$ cat src/rtl/lock_pkg.sv
// Shared types and helpers for the keypad front end of the lock.
// State enum, keypad geometry and the row/column to digit encoder.
package lock_pkg;

  typedef enum logic [2:0] {
    IDLE,
    SCAN,
    DEB_PRESS,
    HELD,
    DEB_REL
  } kp_state_e;

  localparam logic [3:0] KEY_NONE = 4'd0;
  localparam int NUM_ROWS = 3;
  localparam int NUM_COLS = 3;

  function automatic logic [3:0] key_encode(
    input logic [1:0] row,
    input logic [1:0] col
  );
    logic [3:0] r4;
    logic [3:0] c4;
    r4 = {2'b00, row};
    c4 = {2'b00, col};
    return (r4 << 1) + r4 + c4 + 4'd1;
  endfunction

endpackage

$ cat src/rtl/keypad_col_sync.sv
// Two-flop synchroniser for the three asynchronous column lines.
// Resets to all-high, the idle level of the pulled-up columns.
module keypad_col_sync (
  input  logic       clk,
  input  logic       rst_n,
  input  logic [2:0] col_async,
  output logic [2:0] col_sync
);

  logic [2:0] meta;

  always_ff @(posedge clk or negedge rst_n) begin
    if (!rst_n) begin
      meta     <= 3'b111;
      col_sync <= 3'b111;
    end else begin
      meta     <= col_async;
      col_sync <= meta;
    end
  end

endmodule

$ cat src/rtl/keypad_scan_ctrl.sv
// 3x3 keypad scanner: row rotation, debounce, encode, valid/ack delivery.
// Optional auto-repeat while held: define KEYPAD_AUTOREPEAT_EN.
module keypad_scan_ctrl
  import lock_pkg::*;
#(
  parameter int SETTLE_CYC     = 64,
  parameter int DEBOUNCE_CYC   = 240000,
  parameter int REPEAT_DLY_CYC = 6000000,
  parameter int REPEAT_CYC     = 2400000
) (
  input  logic       hwclk,
  input  logic       rst_n,
  input  logic       scan_en,
  output logic       keypad_r1,
  output logic       keypad_r2,
  output logic       keypad_r3,
  input  logic       keypad_c1,
  input  logic       keypad_c2,
  input  logic       keypad_c3,
  output logic [3:0] key_code,
  output logic       key_valid,
  input  logic       key_ack,
  output logic       key_held,
  output logic       key_overrun
);

  localparam int M1 =
    (SETTLE_CYC > DEBOUNCE_CYC) ? SETTLE_CYC : DEBOUNCE_CYC;
  localparam int M2 =
    (REPEAT_DLY_CYC > REPEAT_CYC) ? REPEAT_DLY_CYC : REPEAT_CYC;
  localparam int MAXP = (M1 > M2) ? M1 : M2;
  localparam int CW = $clog2(MAXP) + 1;

  kp_state_e state, state_n;
  logic [1:0]    row_q, row_n;
  logic [1:0]    col_q, col_n;
  logic [CW-1:0] cnt, cnt_n, cnt_inc;
  logic [2:0]    col_s;
  logic [2:0]    col_low;
  logic [1:0]    hit_col;
  logic [1:0]    row_nxt;
  logic          cur_low;
  logic          any_low;
  logic          accept;
  logic          drive;

  keypad_col_sync u_sync (
    .clk       (hwclk),
    .rst_n     (rst_n),
    .col_async ({keypad_c3, keypad_c2, keypad_c1}),
    .col_sync  (col_s)
  );

  assign col_low = ~col_s;
  assign any_low = |col_low;
  assign cnt_inc = (&cnt) ? cnt : cnt + 1'b1;
  assign row_nxt = (row_q == 2'd2) ? 2'd0 : row_q + 2'd1;

  always_comb begin
    hit_col = 2'd0;
    priority case (1'b1)
      col_low[0]: hit_col = 2'd0;
      col_low[1]: hit_col = 2'd1;
      col_low[2]: hit_col = 2'd2;
      default:    hit_col = 2'd0;
    endcase
  end

  always_comb begin
    cur_low = col_low[2];
    if (col_q == 2'd0) cur_low = col_low[0];
    else if (col_q == 2'd1) cur_low = col_low[1];
  end

`ifdef KEYPAD_AUTOREPEAT_EN
  logic [CW-1:0] rep_cnt, rep_n;
  logic          rep_first, first_n;
  logic          rep_hit;

  assign rep_hit = rep_first
    ? (rep_cnt >= CW'(REPEAT_DLY_CYC - 1))
    : (rep_cnt >= CW'(REPEAT_CYC - 1));

  always_comb begin
    rep_n   = '0;
    first_n = 1'b1;
    if (state == HELD && state_n == HELD) begin
      if (rep_hit) begin
        first_n = 1'b0;
      end else begin
        rep_n   = (&rep_cnt) ? rep_cnt : rep_cnt + 1'b1;
        first_n = rep_first;
      end
    end
  end

  always_ff @(posedge hwclk or negedge rst_n) begin
    if (!rst_n) begin
      rep_cnt   <= '0;
      rep_first <= 1'b1;
    end else begin
      rep_cnt   <= rep_n;
      rep_first <= first_n;
    end
  end
`endif

  always_comb begin
    state_n = state;
    row_n   = row_q;
    col_n   = col_q;
    cnt_n   = cnt;
    accept  = 1'b0;
    unique case (state)
      IDLE: begin
        if (scan_en) begin
          state_n = SCAN;
          row_n   = 2'd0;
          cnt_n   = '0;
        end
      end
      SCAN: begin
        if (cnt >= CW'(SETTLE_CYC - 1)) begin
          cnt_n = '0;
          if (any_low) begin
            state_n = DEB_PRESS;
            col_n   = hit_col;
            cnt_n   = CW'(1);
          end else begin
            row_n = row_nxt;
          end
        end else begin
          cnt_n = cnt_inc;
        end
      end
      DEB_PRESS: begin
        if (!cur_low) begin
          state_n = SCAN;
          row_n   = row_nxt;
          cnt_n   = '0;
        end else if (cnt >= CW'(DEBOUNCE_CYC - 1)) begin
          state_n = HELD;
          cnt_n   = '0;
          accept  = 1'b1;
        end else begin
          cnt_n = cnt_inc;
        end
      end
      HELD: begin
        if (!cur_low) begin
          state_n = DEB_REL;
          cnt_n   = CW'(1);
        end
`ifdef KEYPAD_AUTOREPEAT_EN
        else if (rep_hit) begin
          accept = 1'b1;
        end
`endif
      end
      DEB_REL: begin
        if (cur_low) begin
          state_n = HELD;
          cnt_n   = '0;
        end else if (cnt >= CW'(DEBOUNCE_CYC - 1)) begin
          state_n = SCAN;
          row_n   = row_nxt;
          cnt_n   = '0;
        end else begin
          cnt_n = cnt_inc;
        end
      end
      default: state_n = IDLE;
    endcase
    // Losing scan permission aborts any press in flight.
    if (!scan_en) begin
      state_n = IDLE;
      row_n   = 2'd0;
      cnt_n   = '0;
      accept  = 1'b0;
    end
  end

  always_ff @(posedge hwclk or negedge rst_n) begin
    if (!rst_n) begin
      state <= IDLE;
      row_q <= 2'd0;
      col_q <= 2'd0;
      cnt   <= '0;
    end else begin
      state <= state_n;
      row_q <= row_n;
      col_q <= col_n;
      cnt   <= cnt_n;
    end
  end

  always_ff @(posedge hwclk or negedge rst_n) begin
    if (!rst_n) begin
      key_code    <= KEY_NONE;
      key_valid   <= 1'b0;
      key_overrun <= 1'b0;
    end else begin
      key_overrun <= 1'b0;
      if (accept && (!key_valid || key_ack)) begin
        key_code  <= key_encode(row_q, col_q);
        key_valid <= 1'b1;
      end else if (accept) begin
        key_overrun <= 1'b1;
      end else if (key_valid && key_ack) begin
        key_valid <= 1'b0;
        key_code  <= KEY_NONE;
      end
    end
  end

  assign drive     = (state != IDLE);
  assign keypad_r1 = !(drive && row_q == 2'd0);
  assign keypad_r2 = !(drive && row_q == 2'd1);
  assign keypad_r3 = !(drive && row_q == 2'd2);
  assign key_held  = (state == HELD) || (state == DEB_REL);

endmodule

$ cat config.mk
export PLATFORM = sky130hd
export DESIGN_NAME = keypad_scan_ctrl
export DESIGN_NICKNAME = d
export VERILOG_FILES = /design/src/rtl/lock_pkg.sv /design/src/rtl/keypad_col_sync.sv /design/src/rtl/keypad_scan_ctrl.sv
export SDC_FILE = /design/constraint.sdc
export NUM_CORES = 1
export LEC_CHECK = 0
export CAP_MARGIN = 20
export CORE_ASPECT_RATIO = 1.5
export CORE_MARGIN = 2
export CORE_UTILIZATION = 55
export DETAILED_ROUTE_END_ITERATION = 16
export HOLD_SLACK_MARGIN = 0.03
export PLACE_DENSITY = 0.72
export SLEW_MARGIN = 30
export SYNTH_ARGS = -nofsm -noshare
export SYNTH_HDL_FRONTEND = slang
export SYNTH_SLANG_ARGS = --single-unit
export TNS_END_PERCENT = 100
$ cat constraint.sdc
create_clock -name hwclk -period 4.05 [get_ports hwclk]
set_clock_uncertainty 0.1 [all_clocks]
set_input_delay 0.6075 -clock hwclk [delete_from_list [all_inputs] [get_ports hwclk]]
set_output_delay 0.6075 -clock hwclk [all_outputs]
set_load 0.02 [all_outputs]
==> impl_metrics.tcl <==
set metrics [dict create \
    fin_nets 314 \
    cts.sinks 43 \
    diodes 0 \
    hpwl_mm 4.32 \
    grt_pass1_vias 2184 \
    drc 0 \
    die_area_sq_um 5470 \
    root_buffer "clkbuf_8" \
    final-hold-violation-count 0 \
    utilization_pct 62.0 \
    worst-setup-path-type "register to register" \
    critical_path_arrival_ps 3060 \
    synth_fp_nets 304 \
    clock_latency_ps 300 \
    placementRows 31 \
    layout_commonest_cell "nand2_1" \
    synth_edf_count 0 \
    cts_max_path_buffers 2 \
    core_sq_um 4770 \
    synthArstFlopShare_pct 100 \
    clkPwrFrac_pct 27.0 \
    dieHeight_um 89.6 \
    maxCapViolations 0 \
    status "completed" \
    worstPathRequired_ps 4190 \
    cts_tree "done" \
    power.density_nw_per_um2 432 \
    rsz0062_at_grt "false" \
    hold_buffers 0 \
    final_cell_area_sq_um 2960 \
    swShare_pct 37.0 \
    io_pins 17 \
    r2r_start "cnt[0]$_DFFE_PN0P_" \
    cts-resized-gates 0 \
    regArea_sq_um 1080 \
    p_sw_mw 0.473 \
    grt_use_total_pct 24.4 \
    cp_max_fo 19 \
    mostFrequentLayoutCells "nand2_1, dfrtp_1, a21oi_1" \
    p_comb_share_pct 32.0 \
    dpl-instance-area_sq_um 2840 \
    seq_area_frac_synth_pct 40.4 \
    syn_to_final_growth_pct 10.2 \
    slew_viol_final 0 \
    cts_max_level 2 \
    ant_nets 0 \
    synthFlopType "dfrtp_1" \
    route.vias.total 2270 \
    n_fill_cell 424 \
    reg2reg_depth 7 \
    leakage_nw 1.16 \
    grt_max_degree 44 \
    synth_seq_cells 43 \
    drive_gt1_share_pct 11.0 \
    yosysWarnings 0 \
    vias_per_cell 6.20 \
    seq_power_share_pct 41.0 \
    worst_pin_slew_ps 719 \
    numCtsBuffers 5 \
    relSlewSlack_pct 51.6 \
    hp-class "input port to async pin" \
    synthCells 289 \
    synth.cell_area_sq_um 2680 \
    gp_congestion 0.944 \
    wl_per_cell_um 16.5 \
    power.total_mw 1.28 \
    fmax_mhz 343 \
    setup_viol 0 \
    grt_pass1_wl_mm 10.1 \
    synth.distinct_cells 64 \
    path_clk_slew_ps 90 \
    drt_iter0_drc 103 \
    fin_crit_sh_pct 71.9 \
    dr.pass1.iters 4 \
    dieWidth_um 61.0 \
    fin_setup_tns_ps 0 \
    min_period_ps 2910 \
    multi_input_area_sq_um 1460 \
    grt_overflow 0 \
    critPathLaunchType "register" \
    crit_path_end_kind "register" \
    p_int_mw 0.806 \
    crit_path_start "cnt[0]$_DFFE_PN0P_" \
    syn_area_per_cell_sq_um 9.29 \
    antenna_found_initial 0 \
    cts_setup_buffers 0 \
    start_util_pct 56.3 \
    vdd_drop_max_uv 225 \
    wirelength_mm 6.05 \
    portBuffers 16 \
]
## layout make-up
cell class / instances / area share [%]
clock buffer: 5 / 2.33
inverter: 14 / 1.78
timing repair buffer: 17 / 5.58
multi-input combinational: 218 / 49.3
clock inverter: 3 / 1.57
sequential: 43 / 36.6
tap: 66 / 2.79
## registers in the layout, indices dropped and copies added (netlist names)
name             cells
key_code             4
key_overrun          1
row_q                2
u_sync.col_sync      3
state                3
key_valid            1
col_q                2
u_sync.meta          3
cnt                 24
## through the flow
| stage | hold slack, ps | std cells | setup slack (ps) |
|---|---|---|---|
| after CTS | 263 | 366 | 1150 |
| final | 178 | 366 | 1140 |
| after floorplan | 212 | 289 | 1750 |
| after detailed placement | 249 | 358 | 965 |
| after global placement | 247 | 358 | 1020 |
| after global routing | 225 | 366 | 867 |
## critical path, cell delays in order (launching register included)
cell and delay, ps:
dfrtp_1 450, ha_1 260, nand3_1 210, o21bai_1 110, a211oi_2 560, a22o_1 680, or3b_1 400, nand3_1 80
## final timing paths
path                                                end  slack (ps)
setup / recovery                     cnt[5]$_DFFE_PN0P_        1140
hold / removal                  key_code[0]$_DFFE_PN0P_         180
setup reg to reg                     cnt[5]$_DFFE_PN0P_        1140
hold reg to reg            u_sync.col_sync[0]$_DFF_PN1_         260
max in group asynchronous           cnt[10]$_DFFE_PN0P_        3270
min in group hwclk         u_sync.col_sync[0]$_DFF_PN1_         260
## power by group through the flow
stage	Sequential, mW	Clock, mW	Combinational [mW]
floorplan	0.484	0	0.349
global placement	0.532	0	0.405
detailed placement	0.532	0	0.410
CTS	0.524	0.353	0.413
global route	0.532	0.369	0.456
finish	0.525	0.345	0.409
## logic make-up (layout without fill, tap and decap cells)
| logic type | after synthesis | in the layout | synth area share (%) |
|---|---|---|---|
| compound gates | 84 | 84 | 21.6 |
| simple gates | 114 | 114 | 24.1 |
| buf+inv | 28 | 39 | 5.27 |
| fa+ha+maj | 9 | 9 | 4.66 |
| xor+xnor | 4 | 4 | 1.31 |
| mux | 7 | 7 | 2.66 |
| flops | 43 | 43 | 40.4 |
## cell usage after synthesis (all sizes together), types with 4 or more instances
master,number,area share [%]
nor3,8,2.5
nand2b,5,1.7
a31oi,12,2.8
clkbuf,6,0.84
nor4,6,1.6
o21ai,15,2.8
a21oi,21,3.9
buf,8,2.5
inv,14,2.0
ha,6,2.8
nand4,8,2.1
dfstp,6,5.9
nor2,15,2.1
nand2,38,5.3
dfrtp,37,34
nand4b,5,1.9
nand3,11,2.1
mux2i,6,2.2
and3,4,0.93
## per-layer routing
| layer | global-route usage [%] | vias to the layer above | wire, um |
|---|---|---|---|
| li1 | - | 1098 | - |
| met1 | 27.0 | 1103 | 2410 |
| met2 | 44.7 | 53 | 3300 |
| met3 | 3.33 | 16 | 182 |
| met4 | 10.5 | 0 | 158 |
| met5 | 0 | - | 0 |
Note: power is estimated with default switching activity, not from simulation.
